## config.mk

```make
export PLATFORM = sky130hd
export DESIGN_NAME = count_input_conditioner
export DESIGN_NICKNAME = d
export VERILOG_FILES = /design/src/rtl/count_input_conditioner_pkg.sv /design/src/rtl/input_debouncer.sv /design/src/rtl/count_input_conditioner.sv
export SDC_FILE = /design/constraint.sdc
export NUM_CORES = 1
export LEC_CHECK = 0
export CAP_MARGIN = 10
export CORE_AREA = 3 3 82 68
export CTS_BUF_LIST = sky130_fd_sc_hd__clkbuf_2 sky130_fd_sc_hd__clkbuf_4 sky130_fd_sc_hd__clkbuf_8
export CTS_CLUSTER_DIAMETER = 200
export DETAILED_ROUTE_END_ITERATION = 10
export DIE_AREA = 0 0 85 71
export PLACE_DENSITY = 0.85
export SLEW_MARGIN = 15
export SYNTH_ARGS = -nofsm -noshare
export SYNTH_HDL_FRONTEND = slang
export SYNTH_SLANG_ARGS = --single-unit
```

## constraint.sdc

```tcl
create_clock -name clk -period 1.7 [get_ports clk]
set_clock_uncertainty 0.05 [all_clocks]
set_input_delay 0.255 -clock clk [delete_from_list [all_inputs] [get_ports clk]]
set_output_delay 0.255 -clock clk [all_outputs]
set_load 0.1 [all_outputs]
```

## src/rtl/count_input_conditioner_pkg.sv

```systemverilog
// count_input_conditioner_pkg
// Shared defaults, the inc-channel FSM state type and small sizing helpers
// used by the count input conditioner and its debouncer sub-module.
package count_input_conditioner_pkg;

  localparam int DEBOUNCE_CYCLES_DEF = 16;
  localparam int REPEAT_DELAY_DEF    = 64;
  localparam int REPEAT_PERIOD_DEF   = 16;

  typedef enum logic [1:0] {
    IDLE   = 2'd0,
    HOLD   = 2'd1,
    REPEAT = 2'd2
  } inc_state_t;

  function automatic int max_int(input int a, input int b);
    return (a > b) ? a : b;
  endfunction

  // Bits needed to hold the value n itself (never less than 1).
  function automatic int cnt_width(input int n);
    return (n < 1) ? 1 : $clog2(n + 1);
  endfunction

endpackage

```

## src/rtl/input_debouncer.sv

```systemverilog
// input_debouncer
// Two-flop synchronizer followed by a run-length debouncer for one button.
// Ports:
//   clk   - clock
//   rst   - asynchronous active-high reset
//   raw   - asynchronous button input
//   sync  - synchronized button level
//   level - debounced level
//   flip  - high in the cycle whose rising edge will toggle level
module input_debouncer
  import count_input_conditioner_pkg::*;
#(
  parameter int DEBOUNCE_CYCLES = DEBOUNCE_CYCLES_DEF
) (
  input  logic clk,
  input  logic rst,
  input  logic raw,
  output logic sync,
  output logic level,
  output logic flip
);

  localparam int CW = cnt_width(DEBOUNCE_CYCLES);

  logic          meta;
  logic [CW-1:0] run;
  logic          differ;

  // The run counter reaches DEBOUNCE_CYCLES before the flip is taken, which
  // makes the total latency from raw sampling to level change 2+DEBOUNCE_CYCLES.
  assign differ = sync ^ level;
  assign flip   = differ && (run == CW'(DEBOUNCE_CYCLES));

  always_ff @(posedge clk or posedge rst) begin
    if (rst) begin
      meta  <= 1'b0;
      sync  <= 1'b0;
      level <= 1'b0;
      run   <= '0;
    end else begin
      meta <= raw;
      sync <= meta;
      if (!differ) begin
        run <= '0;
      end else if (flip) begin
        level <= ~level;
        run   <= '0;
      end else begin
        run <= run + CW'(1);
      end
    end
  end

endmodule

```

## src/rtl/count_input_conditioner.sv

```systemverilog
// count_input_conditioner
// Turns two raw buttons into clean strobes for a downstream counter: a
// debounced increment with auto-repeat, and a debounced load with captured
// data. Load has priority; a colliding increment is delivered one cycle late.
// Ports:
//   clk        - clock
//   rst        - asynchronous active-high reset
//   ena        - enable; low forces both strobes to 0 and idles the FSM
//   raw_inc    - asynchronous increment button
//   raw_load   - asynchronous load button
//   load_value - value captured when a load is accepted
//   inc_pulse  - one-cycle increment strobe
//   load_pulse - one-cycle load strobe
//   load_data  - last captured load value
module count_input_conditioner
  import count_input_conditioner_pkg::*;
#(
  parameter int DEBOUNCE_CYCLES = DEBOUNCE_CYCLES_DEF,
  parameter int REPEAT_DELAY    = REPEAT_DELAY_DEF,
  parameter int REPEAT_PERIOD   = REPEAT_PERIOD_DEF
) (
  input  logic       clk,
  input  logic       rst,
  input  logic       ena,
  input  logic       raw_inc,
  input  logic       raw_load,
  input  logic [7:0] load_value,
  output logic       inc_pulse,
  output logic       load_pulse,
  output logic [7:0] load_data
);

  localparam int TW         = cnt_width(max_int(REPEAT_DELAY, REPEAT_PERIOD));
  // A channel is armed only after its synchronized input has been seen low
  // long enough to cover synchronizer warm-up, so a button held through
  // reset cannot produce a pulse until it is released and pressed again.
  localparam int ARM_CYCLES = DEBOUNCE_CYCLES + 2;
  localparam int AW         = cnt_width(ARM_CYCLES);

  logic inc_sync, inc_level, inc_flip;
  logic load_sync, load_level, load_flip;

  input_debouncer #(.DEBOUNCE_CYCLES(DEBOUNCE_CYCLES)) u_inc_db (
    .clk   (clk),
    .rst   (rst),
    .raw   (raw_inc),
    .sync  (inc_sync),
    .level (inc_level),
    .flip  (inc_flip)
  );

  input_debouncer #(.DEBOUNCE_CYCLES(DEBOUNCE_CYCLES)) u_load_db (
    .clk   (clk),
    .rst   (rst),
    .raw   (raw_load),
    .sync  (load_sync),
    .level (load_level),
    .flip  (load_flip)
  );

  logic          inc_armed, load_armed;
  logic [AW-1:0] inc_arm_cnt, load_arm_cnt;

  always_ff @(posedge clk or posedge rst) begin
    if (rst) begin
      inc_armed    <= 1'b0;
      inc_arm_cnt  <= '0;
      load_armed   <= 1'b0;
      load_arm_cnt <= '0;
    end else begin
      if (!inc_armed) begin
        if (inc_sync)                              inc_arm_cnt <= '0;
        else if (inc_arm_cnt == AW'(ARM_CYCLES))   inc_armed   <= 1'b1;
        else                                       inc_arm_cnt <= inc_arm_cnt + AW'(1);
      end
      if (!load_armed) begin
        if (load_sync)                             load_arm_cnt <= '0;
        else if (load_arm_cnt == AW'(ARM_CYCLES))  load_armed   <= 1'b1;
        else                                       load_arm_cnt <= load_arm_cnt + AW'(1);
      end
    end
  end

  // Edge events, taken on the same edge the debounced level changes.
  logic inc_rise, inc_fall, load_rise;

  assign inc_rise  = inc_flip & ~inc_level & inc_armed;
  assign inc_fall  = inc_flip & inc_level;
  assign load_rise = load_flip & ~load_level & load_armed;

  inc_state_t    state, state_n;
  logic [TW-1:0] timer, timer_n, timer_inc;
  logic          fire;
  logic          pending, pending_n;
  logic          inc_q, inc_n;
  logic          load_q, load_n;
  logic          inc_req;

  assign timer_inc = timer + TW'(1);

  always_comb begin
    state_n = state;
    timer_n = timer;
    fire    = 1'b0;
    case (state)
      IDLE: begin
        if (inc_rise) begin
          fire    = 1'b1;
          timer_n = '0;
          state_n = HOLD;
        end
      end
      HOLD: begin
        if (inc_fall) begin
          state_n = IDLE;
        end else if (REPEAT_DELAY > 0) begin
          if (timer_inc == TW'(REPEAT_DELAY)) begin
            fire    = 1'b1;
            timer_n = '0;
            state_n = REPEAT;
          end else begin
            timer_n = timer_inc;
          end
        end
      end
      REPEAT: begin
        if (inc_fall) begin
          state_n = IDLE;
        end else if (timer_inc == TW'(REPEAT_PERIOD)) begin
          fire    = 1'b1;
          timer_n = '0;
        end else begin
          timer_n = timer_inc;
        end
      end
      default: state_n = IDLE;
    endcase
    if (!ena) begin
      state_n = IDLE;
      timer_n = '0;
      fire    = 1'b0;
    end
  end

  // Arbitration: a load takes the cycle and any increment waits one cycle.
  // When a deferred increment goes out on a cycle that also fires, the new
  // one becomes the single pending pulse.
  always_comb begin
    inc_req   = fire | pending;
    load_n    = ena & load_rise;
    inc_n     = 1'b0;
    pending_n = 1'b0;
    if (load_n) begin
      pending_n = inc_req;
    end else begin
      inc_n     = inc_req;
      pending_n = pending & fire;
    end
    if (!ena) begin
      inc_n     = 1'b0;
      pending_n = 1'b0;
    end
  end

  always_ff @(posedge clk or posedge rst) begin
    if (rst) begin
      state     <= IDLE;
      timer     <= '0;
      pending   <= 1'b0;
      inc_q     <= 1'b0;
      load_q    <= 1'b0;
      load_data <= 8'h00;
    end else begin
      state   <= state_n;
      timer   <= timer_n;
      pending <= pending_n;
      inc_q   <= inc_n;
      load_q  <= load_n;
      if (load_n) load_data <= load_value;
    end
  end

  assign inc_pulse  = inc_q & ena;
  assign load_pulse = load_q & ena;

endmodule

```

==> results of run 1 <==
## power by group through the flow
| stage | Combinational [W] | Sequential [W] | Clock (W) |
|---|---|---|---|
| 6_report | 0.000218 | 0.00119 | 0.000782 |
| 5_1_grt | 0.000235 | 0.00119 | 0.000815 |
| 4_1_cts | 0.000211 | 0.00119 | 0.000752 |
| 3_5_place_dp | 0.000196 | 0.00121 | 0 |
| 3_3_place_gp | 0.000185 | 0.00121 | 0 |
| 2_1_floorplan | 0.0000918 | 0.00121 | 0 |
## cell type report
| class | count | area, µm² |
|---|---|---|
| multi-input combinational | 177 | 1520 |
| fill | 262 | 1140 |
| tap | 62 | 77.6 |
| inverter | 15 | 56.3 |
| timing repair buffer | 83 | 827 |
| clock buffer | 6 | 82.6 |
| clock inverter | 2 | 13.8 |
| sequential | 48 | 1200 |
## layer usage
metal / routed length [µm] / vias up / global-route usage
met5: 0 / - / 0
met4: 350 / 0 / 0.112
met3: 451 / 36 / 0.0640
met2: 3980 / 91 / 0.404
met1: 3140 / 1146 / 0.311
li1: - / 1052 / -
## worst max-delay path, stage by stage (launching register included)
cell and delay, ps:
dfrtp_2 470, ha_4 200, and3_4 210, and3_4 180, o211ai_4 280, a41oi_2 230, o21ai_1 250
## cells in the final DEF, fill, tap and decap left out, types with 4 or more instances in the layout
cell type        count
nor2_1              15
nor3_2               4
nand3_1             16
a31oi_1              6
buf_12              12
and2_1               4
clkdlybuf4s50_1     12
buf_4               57
nand2b_1             5
xnor2_1              5
mux2_4               8
o31ai_1              5
clkbuf_8             6
o21ai_0             12
ha_1                 8
inv_1               14
o21ai_1              6
dfrtp_1             45
nand2_1             13
and3_4               4
xor2_1               4
ha_2                 4
## logic make-up (layout without fill, tap and decap cells)
family	Yosys count	in the layout	share of synthesized area
fa+ha+maj	13	13	0.0634
buf+inv	24	106	0.0395
mux	11	11	0.0478
simple gates	83	83	0.169
compound gates	60	60	0.175
flops	48	48	0.468
xor+xnor	10	10	0.0371
## synth_stat cells (all sizes together), types with 2 or more instances
| cell | number | share of area |
|---|---|---|
| and3 | 4 | 0.0097 |
| o311ai | 2 | 0.014 |
| xor2 | 5 | 0.020 |
| and2 | 7 | 0.018 |
| nand2 | 15 | 0.023 |
| nor3 | 6 | 0.012 |
| nor2 | 17 | 0.025 |
| o2111ai | 2 | 0.0068 |
| o31ai | 7 | 0.022 |
| dfrtp | 48 | 0.47 |
| xnor2 | 5 | 0.017 |
| buf | 4 | 0.0097 |
| a41oi | 2 | 0.0068 |
| clkbuf | 5 | 0.0078 |
| nand3b | 2 | 0.0058 |
| a21o | 2 | 0.0058 |
| a21oi | 2 | 0.0039 |
| o311a | 2 | 0.0083 |
| a31oi | 8 | 0.022 |
| nand2b | 5 | 0.012 |
| o21ai | 21 | 0.042 |
| mux2 | 10 | 0.044 |
| o211ai | 2 | 0.0078 |
| ha | 13 | 0.063 |
| nand3 | 17 | 0.033 |
| or2 | 3 | 0.0073 |
| inv | 15 | 0.022 |
## worst max path at each step
stage               endpoint  slack, ps  depth (start not counted)
floorplan           timer[4]        -20                          7
global placement    timer[3]       -130                          7
detailed placement  timer[6]       -220                          7
CTS                 timer[6]       -160                          8
global route        timer[0]       -290                          8
finish              timer[0]       -260                          6
## state kept, by name, summed over array words and instances (netlist names), 2 cells and up
signal and cells:
inc_arm_cnt 5, load_arm_cnt 5, load_data 8, state 2, timer 7, u_inc_db.run 5
u_load_db.run 5
## what timing repair did
item                                    CTS  global route
endpoints found under the setup margin   19            20
pin swaps                                 7             6
hold buffers                              0             0
gates cloned                              1             0
gates resized for setup                  25            18
buffers inserted                         10             8
## metrics by stage
| stage | setup WS (ps) | util | total power, W | TNS [ps] |
|---|---|---|---|---|
| 2_1_floorplan | -18.1 | - | 0.00131 | -78.3 |
| 5_1_grt | -295 | 0.768 | 0.00225 | -2900 |
| 3_3_place_gp | -129 | 0.680 | 0.00139 | -912 |
| 6_report | -264 | 0.768 | 0.00219 | -2080 |
| 4_1_cts | -161 | 0.739 | 0.00215 | -1030 |
| 3_5_place_dp | -223 | 0.680 | 0.00141 | -2400 |
==> flow_metrics.py, run 1 <==
metrics = {
    "drt": {
        "drcViolationCount": 0,
        "first_pass_iters": 4,
        "ant_nets": 0,
        "avgRoutedWirePerCell_um": 20.2,
        "vias": 2325,
        "totalWireLength_um": 7930,
        "viasPerCell": 5.92,
        "drtIter0Drc": 163,
    },
    "setup_path": {
        "arrival_ps": 2150,
        "reg2reg_to": "timer[0]",
        "critPathLaunchType": "flip-flop",
        "critPathLaunch": "timer[1]",
        "r2r_cells": 6,
        "reg2reg_from": "timer[1]",
        "crit_type": "flip-flop to flip-flop",
        "worstPathRequired_ps": 1890,
        "critPathCaptureType": "flip-flop",
        "reg2reg_slack_ps": -260,
        "cp_max_fo": 6,
    },
    "cts": {
        "clk_latency_ps": 330,
        "cts_sinks": 48,
        "clockRootBuffer": "clkbuf_8",
        "cts_tree": "built",
        "cts_buffers": 5,
        "htree_num_levels": 2,
        "clockBufferDepth": 2,
        "clkTransAtPathRegs_ps": 110,
    },
    "global_route": {
        "grt_max_degree": 49,
        "grt_pass1_wl_um": 11600,
        "grt_use_total": 0.248,
        "antenna_found_initial": 0,
        "grt-ovfl-total": 0,
        "grt_pass1_vias": 2292,
    },
    "placement": {
        "port_buffers": 22,
        "place_area_um2": 3350,
        "gp_congestion": 0.847,
        "dp_hpwl_um": 4310,
        "dp.cells": 366,
    },
    "synthesis": {
        "synthesis.nets": 275,
        "synth_top_flop_cell": "dfrtp_1",
        "yosysWarnings": 0,
        "ys_seq_area_frac": 0.468,
        "avgSynthCellArea_um2": 10.3,
        "synth_seq_cells": 48,
        "postSynth.asyncResetShare": 1.00,
        "synthCells": 249,
        "synth_enable_flop_cells": 0,
        "syn_area_um2": 2570,
        "synth_cell_types": 57,
    },
    "timing": {
        "max_freq_mhz": 509,
        "hold_ws_ps": 237,
        "finalCriticalPeriod_ps": 1960,
        "slew_viol_final": 0,
        "hold_violations": 0,
        "layout_setup_ws_ps": -264,
        "period_share": 1.16,
        "report.final.setup_viol": 19,
        "worst_pin_slew_ps": 360,
        "rsz0062_at_grt": "yes",
        "relSlewSlack": 0.759,
    },
    "final_layout": {
        "diodes": 0,
        "syn2layout_area_growth_pct": 47.2,
        "design_area_um2": 3780,
        "stdcell_count": 393,
        "nets": 356,
        "drive_gt1_frac": 0.423,
    },
    "floorplanning": {
        "core-area_um2": 4920,
        "std_cell_rows": 23,
        "die_area_um2": 6040,
        "start_util": 0.521,
        "die_w_um": 85,
        "fp.dieH_um": 71,
        "io_pins": 23,
    },
    "power_and_ir_drop": {
        "power_frac_comb": 0.099,
        "ir_drop_mv": 0.456,
        "p_switching_w": 0.000582,
        "switching_share": 0.266,
        "power_frac_clock": 0.357,
        "intPower_w": 0.00161,
        "power_frac_seq": 0.544,
        "power_density_nw_per_um2": 580,
        "power.leakage_nw": 1.69,
    },
    "run_status": {
        "status": "finished, violations left",
        "violations": "negative setup slack",
    },
    "min_path": {
        "hold_path.class": "input port to asynchronous set/reset pin",
    },
    "run": {
        "maxCapViolCount": 0,
    },
}
Power figures use the tool's default switching activity.
==> run 2: changes to the inputs <==
SKIP_CTS_REPAIR_TIMING = 1   (was not set)
==> flow_metrics.py, run 2 (same netlist as run 1, synthesis figures left out) <==
metrics = {
    "cts": {
        "htree_num_levels": 2,
        "clockRootBuffer": "clkbuf_8",
        "cts_sinks": 48,
        "clkTransAtPathRegs_ps": 90,
        "clockBufferDepth": 2,
        "clk_latency_ps": 310,
        "cts_tree": "built",
        "cts_buffers": 5,
    },
    "drt": {
        "viasPerCell": 5.90,
        "avgRoutedWirePerCell_um": 18.4,
        "vias": 2243,
        "drcViolationCount": 0,
        "ant_nets": 0,
        "first_pass_iters": 6,
        "drtIter0Drc": 261,
        "totalWireLength_um": 6990,
    },
    "placement": {
        "port_buffers": 22,
        "place_area_um2": 3350,
        "dp_hpwl_um": 4310,
        "gp_congestion": 0.847,
    },
    "setup_path": {
        "slowest_delay_ps": 460,
        "cp_cell_sequence": "ha_4 -> nand3_2 -> and3_1 -> o311ai_1 -> nor3_2 -> o311a_1",
        "critPathTopFamily": "compound AO/OA/AOI/OAI gates",
        "critPathCaptureType": "flip-flop",
        "critPathLaunchType": "flip-flop",
        "crit_type": "flip-flop to flip-flop",
        "crit_buf_inv": 0,
        "cp_max_fo": 5,
        "arrival_ps": 2060,
        "worstPathRequired_ps": 1850,
        "cp_slowest_cell": "dfrtp_1",
    },
    "timing": {
        "layout_setup_ws_ps": -213,
        "fin_tns_setup_ps": -2170,
        "slew_viol_final": 0,
        "rsz0062_at_grt": "yes",
        "period_share": 1.13,
        "max_freq_mhz": 523,
        "report.final.setup_viol": 20,
        "hold_violations": 0,
        "relSlewSlack": 0.745,
        "hold_ws_ps": 255,
        "worst_pin_slew_ps": 380,
        "finalCriticalPeriod_ps": 1910,
    },
    "power_and_ir_drop": {
        "p_switching_w": 0.000539,
        "intPower_w": 0.00161,
        "switching_share": 0.251,
        "finalPower_w": 0.00215,
        "power_frac_seq": 0.555,
        "power_frac_clock": 0.345,
        "power_frac_comb": 0.100,
        "ir_drop_mv": 0.448,
        "power_density_nw_per_um2": 598,
        "power.leakage_nw": 1.64,
    },
    "global_route": {
        "grt-ovfl-total": 0,
        "grt_pass1_wl_um": 10300,
        "antenna_found_initial": 0,
        "grt_max_degree": 49,
        "grt_pass1_vias": 2169,
        "grt_use_total": 0.216,
    },
    "floorplanning": {
        "core-area_um2": 4920,
        "std_cell_rows": 23,
        "start_util": 0.521,
        "io_pins": 23,
        "die_area_um2": 6040,
        "die_w_um": 85,
        "fp.dieH_um": 71,
    },
    "final_layout": {
        "layout_common_cells": "dfrtp_1, buf_4, nor2_1",
        "reg.largest.list": "load_data: 8 flops, timer: 7 flops",
        "largest_register": "load_data",
        "final_common_cell": "dfrtp_1",
        "syn2layout_area_growth_pct": 39.9,
        "diodes": 0,
        "nets": 343,
        "drive_gt1_frac": 0.352,
        "design_area_um2": 3590,
        "largest_reg_flops": 8,
    },
    "min_path": {
        "hold_path.class": "input port to asynchronous set/reset pin",
    },
    "run_status": {
        "violations": "negative setup slack",
        "status": "finished, violations left",
    },
    "run": {
        "maxCapViolCount": 0,
    },
}
[run 2: metrics by stage]
stage / instances / setup slack, ps / util
global placement: 366 / -129 / 0.680
detailed placement: 366 / -223 / 0.680
global route: 380 / -331 / 0.729
floorplan: 249 / -18.1 / -
CTS: 374 / -258 / 0.700
finish: 380 / -213 / 0.729
[run 2: worst min-delay path, delay by kind of cell]
kind,cells,cell delay (ps)
buffers and inverters,3,750
[run 2: worst paths after layout]
| check | slack [ps] | endpoint | cells after the start | from |
|---|---|---|---|---|
| max | -210 | inc_q | 6 | timer[1] |
| min | 250 | u_load_db.run[4] | 3 | rst |
| max reg2reg | -210 | inc_q | 6 | timer[1] |
| min reg2reg | 330 | u_load_db.sync | 0 | u_load_db.meta |
| max in group asynchronous | 1130 | timer[6] | 3 | rst |
| min in group clk | 330 | u_load_db.sync | 0 | u_load_db.meta |
[run 2: cell type report]
class                   instances  area (µm²)
multi-input cells             177        1430
fillers                       279        1330
flip-flops and latches         48        1200
repair buffers                 70         727
clock buffers                   6        82.6
well taps                      62        77.6
inverters                      15        56.3
clock inverters                 2        13.8
[run 2: metal layers]
metal	vias up	part of all wire	routed length, µm	track usage
met1	1092	0.40	2800	0.287
met4	0	0.029	201	0.0721
met5	-	0	0	0
li1	1026	-	-	-
met2	104	0.50	3530	0.347
met3	21	0.066	459	0.0570
[run 2: power groups by stage]
| stage | registers [W] | logic [W] | clock network (W) |
|---|---|---|---|
| final | 0.00119 | 0.000214 | 0.000740 |
| after global routing | 0.00119 | 0.000234 | 0.000804 |
| after CTS | 0.00119 | 0.000199 | 0.000752 |
| after detailed placement | 0.00121 | 0.000196 | 0 |
| after global placement | 0.00121 | 0.000185 | 0 |
| after floorplan | 0.00121 | 0.0000918 | 0 |
